File: config.mk
export PLATFORM = sky130hd
export DESIGN_NAME = pipelined_adder
export DESIGN_NICKNAME = d
export VERILOG_FILES = /design/src/rtl/pipelined_adder.sv
export SDC_FILE = /design/constraint.sdc
export NUM_CORES = 1
export LEC_CHECK = 0
export BUFFER_PORTS_ARGS = -buffer_cell sky130_fd_sc_hd__buf_4
export CAP_MARGIN = 20
export CORE_MARGIN = 10
export CORE_UTILIZATION = 60
export CTS_CLUSTER_SIZE = 25
export DETAILED_ROUTE_END_ITERATION = 12
export PLACE_DENSITY = 0.83
export SKIP_LAST_GASP = 1
export SLEW_MARGIN = 20
export SYNTH_ARGS = -nofsm -noshare
export SYNTH_HDL_FRONTEND = slang
export SYNTH_SLANG_ARGS = --single-unit
File: constraint.sdc
create_clock -name clk -period 3.5 [get_ports clk]
set_clock_uncertainty 0.05 [all_clocks]
set_input_delay 0.7 -clock clk [delete_from_list [all_inputs] [get_ports clk]]
set_output_delay 0.7 -clock clk [all_outputs]
set_load 0.01 [all_outputs]
File: src/rtl/pipelined_adder.sv
// Pipelined WIDTH-bit adder: STAGES registered chunks with ripple carry and valid/ready backpressure.
// Optional signed-overflow output enabled by defining ADDER_OVF_EN.
module pipelined_adder #(
  parameter int WIDTH  = 16,
  parameter int STAGES = 4
) (
  input  logic             clk,
  input  logic             rst,
  input  logic             in_valid,
  output logic             in_ready,
  input  logic [WIDTH-1:0] a,
  input  logic [WIDTH-1:0] b,
  input  logic             cin,
  output logic             out_valid,
  input  logic             out_ready,
  output logic [WIDTH-1:0] sum,
  output logic             cout
`ifdef ADDER_OVF_EN
  ,
  output logic             ovf
`endif
);

  localparam int CW   = WIDTH / STAGES;
  localparam int LAST = STAGES - 1;

  logic [STAGES-1:0] r_valid;
  logic [STAGES-1:0] r_carry;
  logic [WIDTH-1:0]  r_sum [STAGES];
  logic [WIDTH-1:0]  r_a   [STAGES];
  logic [WIDTH-1:0]  r_b   [STAGES];

  logic [STAGES-1:0] w_take;
  logic [STAGES-1:0] w_nvalid;
  logic [STAGES-1:0] w_ncarry;
  logic [WIDTH-1:0]  w_nsum [STAGES];
  logic [WIDTH-1:0]  w_nopa [STAGES];
  logic [WIDTH-1:0]  w_nopb [STAGES];
  logic              w_in_xfer;

  // A stage can load when it is empty or its content moves on; walk from the output back.
  always_comb begin : take_chain
    logic l_down;
    l_down = out_ready;
    w_take = '0;
    for (int unsigned i = 0; i < STAGES; i++) begin
      w_take[LAST-i] = !r_valid[LAST-i] | l_down;
      l_down         = w_take[LAST-i];
    end
  end

  assign in_ready  = !rst & w_take[0];
  assign w_in_xfer = in_valid & in_ready;

  for (genvar k = 0; k < STAGES; k++) begin : g_stage
    logic [WIDTH-1:0] w_opa;
    logic [WIDTH-1:0] w_opb;
    logic [WIDTH-1:0] w_base;
    logic [WIDTH-1:0] w_ns;
    logic             w_ci;
    logic             w_vin;
    logic [CW:0]      w_add;

    if (k == 0) begin : g_head
      assign w_opa  = a;
      assign w_opb  = b;
      assign w_base = '0;
      assign w_ci   = cin;
      assign w_vin  = w_in_xfer;
    end else begin : g_body
      assign w_opa  = r_a[k-1];
      assign w_opb  = r_b[k-1];
      assign w_base = r_sum[k-1];
      assign w_ci   = r_carry[k-1];
      assign w_vin  = r_valid[k-1];
    end

    assign w_add = {1'b0, w_opa[k*CW +: CW]} + {1'b0, w_opb[k*CW +: CW]} + {{CW{1'b0}}, w_ci};

    // Lower chunks come along from upstream so the whole word belongs to one transaction.
    always_comb begin
      w_ns              = w_base;
      w_ns[k*CW +: CW]  = w_add[CW-1:0];
    end

    assign w_nsum[k]   = w_ns;
    assign w_nopa[k]   = w_opa;
    assign w_nopb[k]   = w_opb;
    assign w_ncarry[k] = w_add[CW];
    assign w_nvalid[k] = w_vin;
  end

  always_ff @(posedge clk) begin
    if (rst) begin
      r_valid <= '0;
      r_carry <= '0;
      for (int unsigned i = 0; i < STAGES; i++) begin
        r_sum[i] <= '0;
        r_a[i]   <= '0;
        r_b[i]   <= '0;
      end
    end else begin
      for (int unsigned i = 0; i < STAGES; i++) begin
        if (w_take[i]) begin
          r_valid[i] <= w_nvalid[i];
          // Data only moves with a real transaction, so idle outputs stay put.
          if (w_nvalid[i]) begin
            r_sum[i]   <= w_nsum[i];
            r_carry[i] <= w_ncarry[i];
            r_a[i]     <= w_nopa[i];
            r_b[i]     <= w_nopb[i];
          end
        end
      end
    end
  end

  assign out_valid = r_valid[LAST];
  assign sum       = r_sum[LAST];
  assign cout      = r_carry[LAST];

`ifdef ADDER_OVF_EN
  logic r_ovf;
  logic w_novf;

  assign w_novf = (w_nopa[LAST][WIDTH-1] == w_nopb[LAST][WIDTH-1]) &
                  (w_nsum[LAST][WIDTH-1] != w_nopa[LAST][WIDTH-1]);

  always_ff @(posedge clk) begin
    if (rst) begin
      r_ovf <= 1'b0;
    end else if (w_take[LAST] && w_nvalid[LAST]) begin
      r_ovf <= w_novf;
    end
  end

  assign ovf = r_ovf;
`endif

endmodule

==> Flow_metrics.wiki <==
{| class="wikitable"
! Metric !! Value
|-
| Transition time at the pin with the least slew margin || 0.912 ns
|-
| Area of combinational cells with multiple inputs || 1210 µm²
|-
| CTS Root Cell || clkbuf_8
|-
| Most common library cell in the layout ignoring fill and taps || edfxtp_1
|-
| CP max FO || 5
|-
| Mean instance size in the synthesized netlist || 14.4 µm²
|-
| Leakage Power || 1.98 nW
|-
| Number of DRC markers in iteration 0 || 58
|-
| Most used cells in the layout excluding fill and tap cells || edfxtp_1, and2_1, buf_4
|-
| TritonCTS clock tree || yes
|-
| Worst-path cell with the longest stage delay || and4b_4
|-
| End-of-flow core utilization || 70.9%
|-
| Post-placement worst setup slack || 1.06 ns
|-
| Final HPWL DP || 4350 µm
|-
| RSZ-0062 raised after global routing || no
|-
| CP Cell Sequence || buf_4 -> and4b_4 -> a21oi_1 -> buf_4
|-
| Post-synth cell types || 26
|-
| Quantity of I/O buffers inserted on ports || 55
|-
| Total count of max-transition violations in the final report || 0
|-
| Area of the die || 10500 µm²
|-
| Number of top-level design ports || 56
|-
| Clock insertion delay at the later pin of the skew report || 0.35 ns
|-
| Sw Ratio || 21.1%
|-
| Register cell area after layout || 2800 µm²
|-
| Element type at the critical path end || output pin
|-
| Start-to-end type of the worst setup path || in -> out
|-
| Overflow left after global routing || 0
|-
| Top Family by Delay on Critical Path || simple AND/OR/NAND/NOR gates
|-
| Worst path max stage delay || 0.37 ns
|-
| Setup-failing EPs final || 0
|-
| Routability cong. || 0.768
|-
| Fraction of layout instances using a drive strength above 1 || 20.9%
|-
| Number of detailed-routing iterations run before antenna repair || 4
|-
| Part of the cycle the worst path needs || 64.1%
|-
| Post-place instance area || 4580 µm²
|-
| Share of power burned in the clock network || 30.7%
|-
| Hold Violations, Final || 0
|-
| Post-synth net total || 341
|-
| Die extent in x || 103 µm
|-
| Max-cap violations || 0
|-
| Wire length of the first global-routing pass || 9420 µm
|-
| Number of buffers created by CTS || 9
|-
| Sum of routed wire length over all layers || 5770 µm
|-
| Number of global-route vias before repair || 2167
|-
| Non-Filler Instances || 429
|-
| Period minus WS final || 2.24 ns
|-
| CTS resizes || 0
|-
| WP data required || 2.75 ns
|-
| Via/cell ratio || 5.01
|-
| Buffers from clock root to sink, at most || 2
|-
| DRC viols || 0
|-
| Initial standard-cell utilization of the core || 60.9%
|-
| Num Clock Sinks || 96
|-
| HP Class || reg -> reg
|-
| Register bit count reported by yosys || 96
|-
| Register share of total power || 61.0%
|-
| Net Switching || 0.467 mW
|-
| Number of inserted diodes || 0
|-
| Layout Nets || 401
|-
| Max transition margin || 39.1%
|-
| Wire length per cell || 13.4 µm
|-
| Maximum clock frequency || 446 MHz
|-
| Total vias in the final route || 2149
|-
| GRT Overall Usage || 11.5%
|-
| Total chip power || 2.21 mW
|-
| Post-CTS Setup Inserts || 0
|-
| Critical path data arrival time || 1.49 ns
|-
| Number of cells produced by synthesis || 284
|-
| Number of buffers and inverters on the critical path || 2
|-
| Total negative slack for setup checks || 0 ns
|-
| Comb power frac || 8.3%
|-
| Final worst setup slack || 1.26 ns
|-
| Cell area after synthesis || 4090 µm²
|-
| Height of the die || 103 µm
|-
| Largest net degree at the start of global routing || 29
|-
| Maximum level of the CTS H-tree || 3
|-
| DP Cell Count || 413
|-
| Critical Path Most Common Cell || buf_4
|-
| VDD IR max || 0.305 mV
|-
| Antenna Violating Nets Remaining || 0
|-
| Synthesis-to-layout area growth || 16.4%
|-
| Row cnt || 30
|-
| Clock transition at the registers of the reported paths || 0.08 ns
|-
| Initial antenna violation count || 0
|-
| Power density of the placed cells || 464 nW/µm²
|-
| Layout fillers || 451
|-
| Core area || 6720 µm²
|-
| Synth warn || 0
|-
| Launching element type of the critical path || input pin
|-
| Final design instance area without fill || 4760 µm²
|-
| Share of the yosys chip area belonging to registers || 68.5%
|-
| Run status || finished clean
|-
| Final Hold Slack || 0.424 ns
|-
| Design internal power || 1.74 mW
|-
| CTS Hold Bufs || 0
|}
synthesized netlist by cell type:
cell type,instances,share of area (%)
o21a_1,2,0.37
a21oi_1,12,1.5
inv_1,13,1.2
xnor2_1,1,0.21
and4b_4,1,0.34
nor2_2,1,0.15
fa_1,8,3.9
clkbuf_1,3,0.28
nor3_1,6,0.73
edfxtp_1,88,65
ha_1,12,3.7
nand2b_1,4,0.61
nor2b_1,6,0.92
xor2_1,5,1.1
nand2b_4,1,0.34
nand3_1,1,0.12
o22ai_1,1,0.15
nor2_1,16,1.5
buf_2,3,0.37
clkbuf_2,1,0.12
nand2_1,6,0.55
dfxtp_1,8,3.9
a21oi_4,1,0.40
nand3b_1,1,0.18
and2_1,77,12
a21o_1,6,1.1
layer usage:
| layer | track usage (%) | vias to the layer above | share of wire, % |
|---|---|---|---|
| met1 | 12.7 | 988 | 43 |
| met2 | 19.5 | 58 | 48 |
| li1 | - | 1093 | - |
| met3 | 3.89 | 10 | 7.0 |
| met4 | 5.31 | 0 | 1.4 |
| met5 | 0 | - | 0 |
worst reg2reg max path, cell delays in order, from the launching register on:
cell	delay, ns
dfxtp_1	0.41
and4b_4	0.31
nand2b_4	0.16
nand2_1	0.53
worst paths after layout:
path                                               from                       end  slack [ns]  depth (start not counted)
worst max-delay path                          out_ready                  in_ready        1.26                          4
worst min-delay path            r_carry[3]$_SDFFE_PP0P_   r_carry[3]$_SDFFE_PP0P_        0.42                          2
worst max register to register  r_valid[1]$_SDFFE_PP0P_  r_a[0][31]$_SDFFCE_PN0P_        1.56                          3
worst min register to register  r_carry[3]$_SDFFE_PP0P_   r_carry[3]$_SDFFE_PP0P_        0.42                          2
power groups by stage:
stage                     clock [mW]  combinational, mW  sequential [mW]
final                          0.679              0.183             1.35
after global routing           0.723              0.206             1.36
after CTS                      0.688              0.186             1.35
after detailed placement           0              0.184             1.38
after global placement             0              0.176             1.37
after floorplan                    0              0.107             1.37
logic make-up after synthesis:
| kind of cell | share of synthesized area [%] |
|---|---|
| compound gates | 3.49 |
| xor+xnor | 1.28 |
| fa+ha+maj | 7.58 |
| buf+inv | 1.96 |
| flops | 68.5 |
| simple gates | 17.2 |
layout make-up:
class | instances | area share (%)
Clock buffer | 12 | 2.84
Clock inverter | 4 | 0.998
Inverter | 13 | 1.02
Multi-Input combinational cell | 168 | 25.4
Sequential cell | 96 | 58.8
Tap cell | 80 | 2.10
Timing Repair Buffer | 56 | 8.83
flip-flops by register name, indices dropped and copies added (netlist names):
signal and count:
r_carry 4, r_a 24, r_sum 40, r_valid 4, r_b 24
Power figures use the tool's default switching activity.
